===== config.mk =====
export PLATFORM = sky130hd
export DESIGN_NAME = demux2_buf
export DESIGN_NICKNAME = d
export VERILOG_FILES = /design/src/rtl/demux2_pkg.sv /design/src/rtl/demux2_buf_fifo2.sv /design/src/rtl/demux2_buf.sv
export SDC_FILE = /design/constraint.sdc
export NUM_CORES = 1
export LEC_CHECK = 0
export CAP_MARGIN = 10
export CORE_ASPECT_RATIO = 1.4
export CORE_UTILIZATION = 40
export DETAILED_ROUTE_END_ITERATION = 10
export SYNTH_ARGS = -nofsm -noshare
export SYNTH_HDL_FRONTEND = slang
export SYNTH_HIERARCHICAL = 1
export SYNTH_SLANG_ARGS = --single-unit

===== constraint.sdc =====
create_clock -name clk -period 2.1 [get_ports clk]
set_input_delay 0.42 -clock clk [delete_from_list [all_inputs] [get_ports clk]]
set_output_delay 0.42 -clock clk [all_outputs]
set_load 0.005 [all_outputs]

===== src/rtl/demux2_pkg.sv =====
// ---------------------------------------------------------------------------
// demux2_pkg
// Shared constants and types for the two-way buffered demultiplexer.
//   W_DEFAULT : default data width of the datapath
//   DEPTH     : entries held by each per-channel output buffer
//   occ_e     : occupancy level of a two-entry buffer, encoded as its count
//   cnt_t     : width of the per-channel delivery counters
// ---------------------------------------------------------------------------
package demux2_pkg;

  localparam int W_DEFAULT = 8;
  localparam int DEPTH     = 2;

  // The encoding is the word count, so the value can be compared with DEPTH
  typedef enum logic [1:0] {
    OCC_EMPTY = 2'd0,
    OCC_ONE   = 2'd1,
    OCC_FULL  = 2'd2
  } occ_e;

  typedef logic [7:0] cnt_t;

endpackage


===== src/rtl/demux2_buf_fifo2.sv =====
// ---------------------------------------------------------------------------
// fifo2
// Two-entry synchronous FIFO used as the output buffer of one channel.
// The head word is always visible on data_o; it reads zero after reset.
// Ports:
//   clk     : clock, all state changes on the rising edge
//   rst     : synchronous active-high reset, empties the FIFO
//   push_i  : write data_i this cycle (ignored while full)
//   data_i  : word to write
//   pop_i   : drop the head word this cycle (ignored while empty)
//   data_o  : head word
//   full_o  : FIFO holds DEPTH words
//   empty_o : FIFO holds no words
// ---------------------------------------------------------------------------
module fifo2
  import demux2_pkg::*;
#(
  parameter int W     = demux2_pkg::W_DEFAULT,
  parameter int DEPTH = demux2_pkg::DEPTH
) (
  input  logic         clk,
  input  logic         rst,
  input  logic         push_i,
  input  logic [W-1:0] data_i,
  input  logic         pop_i,
  output logic [W-1:0] data_o,
  output logic         full_o,
  output logic         empty_o
);

  occ_e         occ_q, occ_d;
  logic         rdPtr_q, rdPtr_d;
  logic         wrPtr_q, wrPtr_d;
  logic [W-1:0] mem_q [2];
  logic         doPush;
  logic         doPop;

  assign full_o  = (int'(occ_q) >= DEPTH);
  assign empty_o = (occ_q == OCC_EMPTY);
  assign data_o  = mem_q[rdPtr_q];

  // Guard the requests locally so an illegal push or pop never moves state
  assign doPush = push_i && !full_o;
  assign doPop  = pop_i && !empty_o;

  // Occupancy and pointer next-state; a push together with a pop only
  // moves the pointers, so the count is unchanged and order is preserved
  always_comb begin
    occ_d   = occ_q;
    rdPtr_d = rdPtr_q ^ doPop;
    wrPtr_d = wrPtr_q ^ doPush;
    case ({doPush, doPop})
      2'b10:   occ_d = (occ_q == OCC_EMPTY) ? OCC_ONE : OCC_FULL;
      2'b01:   occ_d = (occ_q == OCC_FULL) ? OCC_ONE : OCC_EMPTY;
      default: occ_d = occ_q;
    endcase
  end

  // State register; storage is cleared too so the head reads zero after reset
  always_ff @(posedge clk) begin
    if (rst) begin
      occ_q    <= OCC_EMPTY;
      rdPtr_q  <= 1'b0;
      wrPtr_q  <= 1'b0;
      mem_q[0] <= '0;
      mem_q[1] <= '0;
    end else begin
      occ_q   <= occ_d;
      rdPtr_q <= rdPtr_d;
      wrPtr_q <= wrPtr_d;
      if (doPush) begin
        mem_q[wrPtr_q] <= data_i;
      end
    end
  end

endmodule


===== src/rtl/demux2_buf.sv =====
// ---------------------------------------------------------------------------
// demux2_buf
// Routes each accepted input word to one of two independently buffered
// output channels and counts the words delivered on each channel.
// Ports:
//   clk, rst           : clock and synchronous active-high reset
//   a, s, in_valid     : input word, destination select (0 -> y0, 1 -> y1)
//                        and its valid flag
//   in_ready           : the buffer chosen by s has room this cycle
//   y0/y1              : head word of channel 0 / 1
//   y0_valid/y1_valid  : channel buffer is non-empty
//   y0_ready/y1_ready  : consumer takes the head word this cycle
//   cnt0/cnt1          : wrapping count of words delivered on channel 0 / 1
// ---------------------------------------------------------------------------
module demux2_buf
  import demux2_pkg::*;
#(
  parameter int W     = demux2_pkg::W_DEFAULT,
  parameter int DEPTH = demux2_pkg::DEPTH
) (
  input  logic         clk,
  input  logic         rst,
  input  logic [W-1:0] a,
  input  logic         s,
  input  logic         in_valid,
  output logic         in_ready,
  output logic [W-1:0] y0,
  output logic [W-1:0] y1,
  output logic         y0_valid,
  output logic         y1_valid,
  input  logic         y0_ready,
  input  logic         y1_ready,
  output cnt_t         cnt0,
  output cnt_t         cnt1
);

  logic full0, full1;
  logic empty0, empty1;
  logic push0, push1;
  logic pop0, pop1;
  cnt_t cnt0_q, cnt0_d;
  cnt_t cnt1_q, cnt1_d;

  // Ready depends only on the selected buffer's current fill, never on a
  // same-cycle pop, so a full channel stays closed for one more cycle
  assign in_ready = s ? !full1 : !full0;

  assign push0 = in_valid && in_ready && !s;
  assign push1 = in_valid && in_ready && s;

  assign y0_valid = !empty0;
  assign y1_valid = !empty1;
  assign pop0     = y0_valid && y0_ready;
  assign pop1     = y1_valid && y1_ready;

  fifo2 #(.W(W), .DEPTH(DEPTH)) u_fifo0 (
    .clk     (clk),
    .rst     (rst),
    .push_i  (push0),
    .data_i  (a),
    .pop_i   (pop0),
    .data_o  (y0),
    .full_o  (full0),
    .empty_o (empty0)
  );

  fifo2 #(.W(W), .DEPTH(DEPTH)) u_fifo1 (
    .clk     (clk),
    .rst     (rst),
    .push_i  (push1),
    .data_i  (a),
    .pop_i   (pop1),
    .data_o  (y1),
    .full_o  (full1),
    .empty_o (empty1)
  );

  // Delivery counters advance on every pop and wrap naturally at 8 bits
  always_comb begin
    cnt0_d = cnt0_q;
    cnt1_d = cnt1_q;
    if (pop0) begin
      cnt0_d = cnt0_q + 8'd1;
    end
    if (pop1) begin
      cnt1_d = cnt1_q + 8'd1;
    end
  end

  always_ff @(posedge clk) begin
    if (rst) begin
      cnt0_q <= '0;
      cnt1_q <= '0;
    end else begin
      cnt0_q <= cnt0_d;
      cnt1_q <= cnt1_d;
    end
  end

  assign cnt0 = cnt0_q;
  assign cnt1 = cnt1_q;

endmodule

==> results.txt <==
- Status: finished clean
* Largest net degree at the start of global routing: 33
- Detailed placement ended at an HPWL of ~3.4 mm.
* Largest fanout of any net on the critical path: 9
- After synthesis the netlist holds a flip-flop and latch count of 56.
* Crit path buf inv count: 1
- The floorplan step set the die height to 97.2 um.
- CTS tree: built
- Of the total power, combinational logic draws 0.119.
* Ratio of cells with drive above 1 in the final layout: 0.172
- The largest total area in the synthesized netlist belongs to edfxtp_1.
- Portion of the post-synthesis area used by sequential elements: 0.557
* R2R depth: 6
- The number of antenna violations at the first check in global routing is 0.
- After clock tree synthesis, the setup repair step added 0 buffers.
* Cell at the slowest stage of the critical path: dfxtp_2
- Global routing usage summed across all routing layers: 0.149
* Post-synthesis average cell area: 11.8 um^2
- Final Cycle Share: 0.959
- After clock tree synthesis, the clock-pin slew on the worst setup and hold paths is 90 ps.
* Post-layout minimum cycle time: 2010 ps
- Drt first-iter violations: 39
* Delay-heaviest family, CP: flip-flops
* Final setup violating endpoints: 0
* H-tree Lvls: 2
- Internal power comes to 1.84 mW.
- For this run, the post-layout net count is 297.
- Dividing total power by cell area gives a power density of between 600 and 700 nW/um^2.
- After detailed routing, the average wire length per cell comes to 13.7 um.
* Clock Skews: 2.61 ps
- The library cells used most frequently in the layout, excluding fill and tap cells, are 47 x clkdlybuf4s50_1, 32 x and2_1, 32 x edfxtp_1.
- Counting along the longest clock path gives a buffer depth of 2.
* Placed Instance Area: 3220 um^2
* Headroom to the max-slew limit: 0.786
- The final hold violation count was 0.
- Path type of the worst min-delay path: reg2reg
- Number of remaining DRC errors: 0
- Syn-to-layout area delta: 29.6%
* RSZ-0062 raised after global routing: false
- Post-synth cell types: 32
* Max-Cap Viols: 0
* Vias in the first global route: roughly 1.7k
* Critical Path Start Type: register
- Switching power of the nets: 473 uW
* Critical Path, Cell by Cell: mux2_2 > clkdlybuf4s50_1
- The worst-case IR drop observed on VDD is 397 uV.
- Sequential group share of total power: 0.535
* Switching fraction of total power: 0.204
* Starting utilization of the core area: 0.417
- Share of Yosys cell area claimed by the top area cell type: 0.371
- Number of vias per cell after detailed routing: 4.98
- Setup WS pre-CTS: -64.4 ps
- Post-Syn Area: 2590 um^2
- Total negative slack: 0 ps
- Worst Path Arrival: 1590 ps
- For the worst-skew pair, the clock arrives at the later sink with an insertion delay of ~300 ps.
* Maximum operating frequency: 0.497 GHz
- Root Buffer: clkbuf_8
- In this run the static leakage power is about 1.2 nW.
* Worst Path Class, Setup: reg2out
* Number of inserted diodes: 0
- The core region is 6210 um^2.
- Critical register-to-register path startpoint: u_fifo1/occ_q[1]
- Of the total power, the clock network draws 0.345.
- Global route overflow: 0
* TritonCTS buffer count: 5
- Synthesis produced a netlist with a net count of about 240.
* Floorplan die width: 70.0 um
* Cell count along the critical path: 2
- For the pin with the worst max-slew slack, the measured transition is about 320 ps.
- The floorplan step defined a die boundary enclosing 6800 um^2.
* First-pass GRT wire length: a little under 8 mm
- The initialized floorplan defines 34 standard-cell rows.
- The clock net in this run drives a total of 56 sinks.
- Following the worst setup path forward leads to its endpoint at y0[4].
- Final instance area: approximately 3400 um^2
- STA classifies the critical path endpoint as an output pin.
- Setup slack on the critical path of the routed design comes to 86.4 ps.
* Post-route antenna net violation count: 0
* Reg2Reg Setup Slack: 310 ps
* Max Slew Vio Count: 0
- In the post-synthesis netlist, the biggest area contributors are edfxtp_1 37%, dfxtp_1 19%, and2_1 7.7%.
* Total wire length: roughly 4.8 mm
- The congestion estimate from routability-driven global placement came to 0.642.
- Number of vias in the routed layout: 1748
* I/O pin cnt: 49
- FF-to-FF End: u_fifo1/occ_q[0]
- Leaving out fill and tap cells, the most frequent cell in the layout is clkdlybuf4s50_1.
* Cell count after synthesis: 220
- Data required time at the worst endpoint: 1680 ps
* First-pass DRT Iterations: 4
- Buffers added on ports: 48
- In this run the worst setup path begins at u_fifo0/rdPtr_q.
- Warning count from the yosys run: 6
- For this run, the slowest stage of the critical path takes roughly 480 ps.
[worst register-to-register path, delay by kind of cell (launching register included)]
kind                       cells  cell delay, ps
and+or+nand+nor                3             660
DFF                            1             480
AOI/OAI and AO/OA              2             330
adders and majority gates      1             260
[metal layers]
layer	track usage	wire length, um	vias up
met5	0	0	-
met4	0.0600	54	0
met3	0.0332	223	4
met2	0.263	2510	53
met1	0.172	2010	804
li1	-	-	887
[Yosys cell counts (all sizes together)]
master and number:
nand3 2, or4 2, mux2 16, o21bai 4, o21a 2, mux2i 3, a211oi 2, clkbuf 6
nand2 5, or3 10, buf 4, nand3b 2, nor3 4, xnor2 8, inv 10, nand4b 2
nand2b 2, nor2 13, a21oi 14, nand4 2, edfxtp 32, dfxtp 24, o21ai 8, xor2 2
nor2b 2, nor3b 1, o31ai 2, and2 32, ha 4
[power by group through the flow]
stage                     registers [mW]  logic [mW]  clock network (mW)
final                               1.24       0.276               0.801
after global routing                1.25       0.300               0.864
after CTS                           1.24       0.280               0.821
after detailed placement            1.27       0.278                   0
after global placement              1.27       0.276                   0
after floorplan                     1.26       0.141                   0
[logic make-up after synthesis]
logic type	count (synthesis)	share of synthesized area
muxes	19	0.0812
DFF	56	0.557
AOI/OAI and AO/OA	32	0.0715
buffers and inverters	20	0.0358
xor gates and xnor gates	10	0.0338
and+or+nand+nor	79	0.202
adders and majority gates	4	0.0193
[sequential cells by signal, summed over array words and instances (netlist names)]
name and flops:
cnt1 8, u_fifo0/mem_q 16, u_fifo1/mem_q 16, u_fifo1/wrPtr_q 1, u_fifo1/rdPtr_q 1, u_fifo0/occ_q 2, u_fifo1/occ_q 2, u_fifo0/rdPtr_q 1
u_fifo0/wrPtr_q 1, cnt0 8
[stage by stage]
step                std cells  hold WS (ps)  total power, mW   util
finish                    351           488             2.32  0.540
global route              351           525             2.41  0.540
global placement          344           463             1.54  0.519
floorplan                 220           468             1.40      -
CTS                       351           492             2.34  0.540
detailed placement        344           475             1.55  0.519
[what timing repair did]
| item | 4_1_cts | 5_1_grt |
|---|---|---|
| resized for setup | 2 | 1 |
| endpoints found under the setup margin | 16 | 1 |
| gates cloned | 0 | 0 |
| hold endpoints to repair | 0 | 0 |
| hold buffers | 0 | 0 |
[final cells by class]
class | count | area (um^2)
well taps | 72 | 90.1
repair buffers | 62 | 601
multi-input cells | 144 | 1050
clock inverters | 2 | 60.1
fillers | 582 | 2860
flip-flops and latches | 56 | 1440
inverters | 10 | 37.5
clock buffers | 5 | 68.8
[worst min-delay path by stage]
stage | startpoint | endpoint | slack [ps] | cells after the start
after global placement | cnt1[7] | cnt1[7] | 460 | 2
after floorplan | cnt0[7] | cnt0[7] | 470 | 2
final | cnt1[7] | cnt1[7] | 490 | 2
after CTS | cnt0[7] | cnt0[7] | 490 | 2
after detailed placement | cnt0[7] | cnt0[7] | 470 | 2
after global routing | cnt1[7] | cnt1[7] | 520 | 2
Note: power is estimated with default switching activity, not from simulation.
